## src/rtl/rr_arbiter_pkg.sv

```systemverilog
// Shared constants, state type and pointer helper for the 8-way round-robin arbiter.
package rr_arbiter_pkg;
    localparam int NREQ = 8;
    localparam int IDXW = 3;

    typedef enum logic {
        IDLE  = 1'b0,
        GRANT = 1'b1
    } state_t;

    // Power-of-two width makes the mod-8 wrap free.
    function automatic logic [IDXW-1:0] next_ptr(input logic [IDXW-1:0] idx);
        return idx + 1'b1;
    endfunction
endpackage

```

## src/rtl/prio_enc8.sv

```systemverilog
// Combinational round-robin priority encoder: first set bit of (req & mask)
// searching upward from ptr with wrap.
module prio_enc8
    import rr_arbiter_pkg::*;
(
    input  logic [NREQ-1:0] req,
    input  logic [IDXW-1:0] ptr,
    input  logic [NREQ-1:0] mask,
    output logic            found,
    output logic [IDXW-1:0] idx
);
    logic [NREQ-1:0] w_req;
    logic [IDXW-1:0] w_j;

    assign w_req = req & mask;

    // Walk from the far end back to ptr so the nearest hit is written last.
    always_comb begin
        found = 1'b0;
        idx   = '0;
        w_j   = '0;
        for (int k = NREQ - 1; k >= 0; k--) begin
            w_j = ptr + IDXW'(k);
            if (w_req[w_j]) begin
                found = 1'b1;
                idx   = w_j;
            end
        end
    end
endmodule

```

## src/rtl/rr_arbiter8.sv

```systemverilog
// 8-requester round-robin arbiter with registered one-hot/binary grant and
// optional forced release after MAX_HOLD cycles.
module rr_arbiter8
    import rr_arbiter_pkg::*;
#(
    parameter int unsigned MAX_HOLD = 16
) (
    input  logic            clk,
    input  logic            rst,
    input  logic [NREQ-1:0] req,
    output logic [NREQ-1:0] gnt,
    output logic [IDXW-1:0] gnt_idx,
    output logic            gnt_valid,
    output logic            timeout
);
    localparam logic [7:0] LIM = 8'(MAX_HOLD);

    state_t          r_state;
    logic [IDXW-1:0] r_ptr;
    logic [7:0]      r_cnt;
    logic [NREQ-1:0] r_gnt;
    logic [IDXW-1:0] r_idx;
    logic            r_vld;
    logic            r_to;

    state_t          w_nxt_state;
    logic [IDXW-1:0] w_nxt_ptr;
    logic [7:0]      w_nxt_cnt;
    logic [NREQ-1:0] w_nxt_gnt;
    logic [IDXW-1:0] w_nxt_idx;
    logic            w_nxt_vld;
    logic            w_nxt_to;

    logic [IDXW-1:0] w_sptr;
    logic [NREQ-1:0] w_own_mask;
    logic            w_nfound;
    logic [IDXW-1:0] w_nidx;
    logic            w_mfound;
    logic [IDXW-1:0] w_midx;
    logic            w_own_req;
    logic            w_limit;

    // While granted, any re-arbitration starts just past the owner.
    assign w_sptr     = (r_state == GRANT) ? next_ptr(r_idx) : r_ptr;
    assign w_own_mask = ~({{(NREQ-1){1'b0}}, 1'b1} << r_idx);
    assign w_own_req  = req[r_idx];
    assign w_limit    = (MAX_HOLD != 0) && (r_cnt == LIM);

    prio_enc8 u_enc_norm (
        .req   (req),
        .ptr   (w_sptr),
        .mask  ({NREQ{1'b1}}),
        .found (w_nfound),
        .idx   (w_nidx)
    );

    prio_enc8 u_enc_mask (
        .req   (req),
        .ptr   (w_sptr),
        .mask  (w_own_mask),
        .found (w_mfound),
        .idx   (w_midx)
    );

    always_comb begin
        w_nxt_state = r_state;
        w_nxt_ptr   = r_ptr;
        w_nxt_cnt   = r_cnt;
        w_nxt_gnt   = r_gnt;
        w_nxt_idx   = r_idx;
        w_nxt_vld   = r_vld;
        w_nxt_to    = 1'b0;
        case (r_state)
            IDLE: begin
                if (w_nfound) begin
                    w_nxt_state = GRANT;
                    w_nxt_gnt   = {{(NREQ-1){1'b0}}, 1'b1} << w_nidx;
                    w_nxt_idx   = w_nidx;
                    w_nxt_vld   = 1'b1;
                    w_nxt_cnt   = 8'd1;
                end
            end
            GRANT: begin
                if (!w_own_req) begin
                    w_nxt_ptr = next_ptr(r_idx);
                    if (w_nfound) begin
                        w_nxt_gnt = {{(NREQ-1){1'b0}}, 1'b1} << w_nidx;
                        w_nxt_idx = w_nidx;
                        w_nxt_cnt = 8'd1;
                    end else begin
                        w_nxt_state = IDLE;
                        w_nxt_gnt   = '0;
                        w_nxt_idx   = '0;
                        w_nxt_vld   = 1'b0;
                        w_nxt_cnt   = 8'd0;
                    end
                end else if (w_limit) begin
                    // With no competitor the owner is simply re-granted.
                    w_nxt_ptr = next_ptr(r_idx);
                    w_nxt_to  = 1'b1;
                    w_nxt_cnt = 8'd1;
                    if (w_mfound) begin
                        w_nxt_gnt = {{(NREQ-1){1'b0}}, 1'b1} << w_midx;
                        w_nxt_idx = w_midx;
                    end
                end else if (r_cnt != 8'hFF) begin
                    w_nxt_cnt = r_cnt + 8'd1;
                end
            end
            default: w_nxt_state = IDLE;
        endcase
    end

    always_ff @(posedge clk or posedge rst) begin
        if (rst) begin
            r_state <= IDLE;
            r_ptr   <= '0;
            r_cnt   <= '0;
            r_gnt   <= '0;
            r_idx   <= '0;
            r_vld   <= 1'b0;
            r_to    <= 1'b0;
        end else begin
            r_state <= w_nxt_state;
            r_ptr   <= w_nxt_ptr;
            r_cnt   <= w_nxt_cnt;
            r_gnt   <= w_nxt_gnt;
            r_idx   <= w_nxt_idx;
            r_vld   <= w_nxt_vld;
            r_to    <= w_nxt_to;
        end
    end

    assign gnt       = r_gnt;
    assign gnt_idx   = r_idx;
    assign gnt_valid = r_vld;
    assign timeout   = r_to;
endmodule

```

## config.mk

```make
export PLATFORM = sky130hd
export DESIGN_NAME = rr_arbiter8
export DESIGN_NICKNAME = d
export VERILOG_FILES = /design/src/rtl/rr_arbiter_pkg.sv /design/src/rtl/prio_enc8.sv /design/src/rtl/rr_arbiter8.sv
export SDC_FILE = /design/constraint.sdc
export NUM_CORES = 1
export LEC_CHECK = 0
export BUFFER_PORTS_ARGS = -buffer_cell sky130_fd_sc_hd__buf_4
export CORE_MARGIN = 4
export CORE_UTILIZATION = 35
export CTS_CLUSTER_SIZE = 20
export DETAILED_ROUTE_END_ITERATION = 12
export PLACE_DENSITY = 0.57
export SETUP_SLACK_MARGIN = 0.02
export SYNTH_ARGS = -nofsm -noshare
export SYNTH_HDL_FRONTEND = slang
export SYNTH_SLANG_ARGS = --single-unit
export TNS_END_PERCENT = 100
```

## constraint.sdc

```tcl
create_clock -name clk -period 4.8 [get_ports clk]
set_input_delay 0.72 -clock clk [delete_from_list [all_inputs] [get_ports clk]]
set_output_delay 0.72 -clock clk [all_outputs]
set_load 0.05 [all_outputs]
```

==> out/metrics.yaml <==
status: "finished, final reports clean"
area_growth_pct: 9.14
min_path_type: "reg2reg"
maxCapViolCount: 0
die_area_mm2: 0.0115
fmax_ghz: 0.222
grt_pass1_wl_mm: 17.9
skew_ns: 0.00592
grt-ovfl-total: 0
nets: 453
routed_wl_mm: 10.9
rsz0062_at_grt: "false"
grt_usage: 0.191
ant_nets: 0
start_util: 0.365
ctsHoldBuffers: 0
fill_cells: 973
slew_viol_final: 0
ys_ff_latch: 25
vias: 3466
yosys_warnings: 0
synth_area_mm2: 0.00344
numPortBuffers: 22
synth_edf_count: 0
slew_headroom: 0.369
drt_pass1_iterations: 5
finalSetupTns_ns: 0
vias_per_cell: 6.16
io_pins: 23
grt_pass1_vias: 3464
clkLatencyLatePin_ns: 0.26
crit_type: "reg2reg"
n_antenna_cell: 0
worst_pin_slew_ns: 0.946
grt_start_max_net_pins: 32
drive_above_1_share: 0.196
arrival_ns: 4.65
post_cts_resized: 0
drc: 0
synthTopCellsByArea: "dfrtp_1 (18%), mux2i_1 (5.2%), o21ai_0 (5.2%)"
cts_buffers: 3
synth_area_leader_cell: "dfrtp_1"
clock_path_buffers: 2
hold_viol_final: 0
fp-row-count: 35
layout_min_cycle_time_ns: 4.49
end_kind: "flip-flop"
cts_tree: "done"
ys_async_sr_fraction: 1.00
hold_ws_ns: 0.497
clkSinkCount: 25
coreArea_mm2: 0.00942
min_period_over_period: 0.936
post_drt_wl_per_cell_um: 19.3
die_w_um: 107
layout_common_cells: "nand2_1 (42), nor2_1 (36), o21ai_0 (36), buf_4 (35), nand3_1 (31)"
worstSetupStartpointType: "flip-flop"
post_cts_buffers: 0
gp_congestion: 0.912
clkSlewWorstSetupHoldPaths_ns: 0.08
path_max_fanout: 13
die_y_um: 107
drt-initial-drc-count: 335
synth_top_cell_area_share: 0.182
final_common_cell: "nand2_1"
synth_flop_cell: "dfrtp_1"
htree_levels: 1
synthDistinctLibCells: 78
hpwl_mm: 7.98
yosysSeqAreaShare: 0.182
antenna_found_initial: 0
synthCells: 426
avgSynthCellArea_um2: 8.07
setup_violations: 0
syn_nets: 444
crit_required_ns: 4.95
root_buffer: "clkbuf_8"
cell families (layout without fill, tap and decap cells):
family,Yosys count,in the layout,synth area share
and+or+nand+nor,159,159,0.233
AOI/OAI and AO/OA,135,135,0.280
muxes,43,43,0.178
buffers and inverters,42,50,0.0593
DFF,25,25,0.182
xor gates and xnor gates,14,14,0.0379
adders and majority gates,8,8,0.0291
sequential cells by signal, summed over array words and instances (netlist names):
register	count
gnt_idx	3
r_state	1
gnt_valid	1
timeout	1
r_ptr	3
r_cnt	8
gnt	8
synth_stat cells, types with 4 or more instances:
| library cell | instances |
|---|---|
| a211oi_1 | 6 |
| a21boi_0 | 4 |
| a21o_1 | 5 |
| a21oi_1 | 24 |
| a221oi_1 | 6 |
| a31oi_1 | 4 |
| and2_1 | 4 |
| buf_2 | 6 |
| clkbuf_1 | 17 |
| dfrtp_1 | 25 |
| ha_1 | 8 |
| inv_1 | 9 |
| mux2_2 | 9 |
| mux2i_1 | 18 |
| mux4_2 | 8 |
| nand2_1 | 42 |
| nand2b_1 | 7 |
| nand3_1 | 31 |
| nor2_1 | 36 |
| nor3_1 | 7 |
| nor3b_1 | 4 |
| o211ai_1 | 5 |
| o21ai_0 | 36 |
| o22ai_1 | 5 |
| xnor2_1 | 8 |
| xor2_1 | 5 |
metrics by stage:
stage          area, µm²   util  worst slack [ns]  instances
5_1_grt             3750  0.398            0.0269        563
3_5_place_dp        3700  0.393             0.206        559
3_3_place_gp        3700  0.393             0.397        559
2_1_floorplan       3440      -             0.242        426
6_report            3750  0.398             0.305        563
4_1_cts             3750  0.398             0.188        563
cell type report:
type                       count  area (µm²)  share of cell area
clock buffer                   4        45.0              0.0120
timing repair buffer          35         263              0.0700
multi-input combinational    359        2610               0.696
inverter                      11        46.3              0.0123
tap                          129         161              0.0430
sequential                    25         626               0.167
routing by layer:
| layer | global-route usage | share of wire |
|---|---|---|
| met1 | 0.248 | 0.43 |
| met2 | 0.334 | 0.49 |
| met3 | 0.0181 | 0.061 |
| met4 | 0.0566 | 0.016 |
| met5 | 0 | 0 |
worst max-delay path, stage by stage, from the launching register on:
cell and delay (ns):
dfrtp_1 0.49, inv_1 0.13, ha_1 0.37, mux2i_4 0.22, inv_4 0.04, ha_2 0.49
mux2_2 0.38, o2111a_1 0.14, a21o_1 0.29, a2111oi_4 0.38, nand4_1 0.12, nor3b_1 0.25
o22a_1 0.34, buf_4 0.25, nor2b_4 0.06, nor2b_4 0.12, a221o_1 0.31
worst paths after layout:
kind                              end       start  slack (ns)  cells after the start
setup / recovery               gnt[5]  gnt_idx[1]        0.31                     16
hold / removal               r_ptr[2]    r_ptr[2]        0.50                      2
setup reg to reg               gnt[5]  gnt_idx[1]        0.31                     16
hold reg to reg              r_ptr[2]    r_ptr[2]        0.50                      2
max in group asynchronous  gnt_idx[2]         rst        3.56                      2
min in group asynchronous    r_cnt[2]         rst        0.67                      2
Power is left out: the tool's default activity adds up to more than one toggle a clock period on the data nets, which glitch-free logic cannot reach.
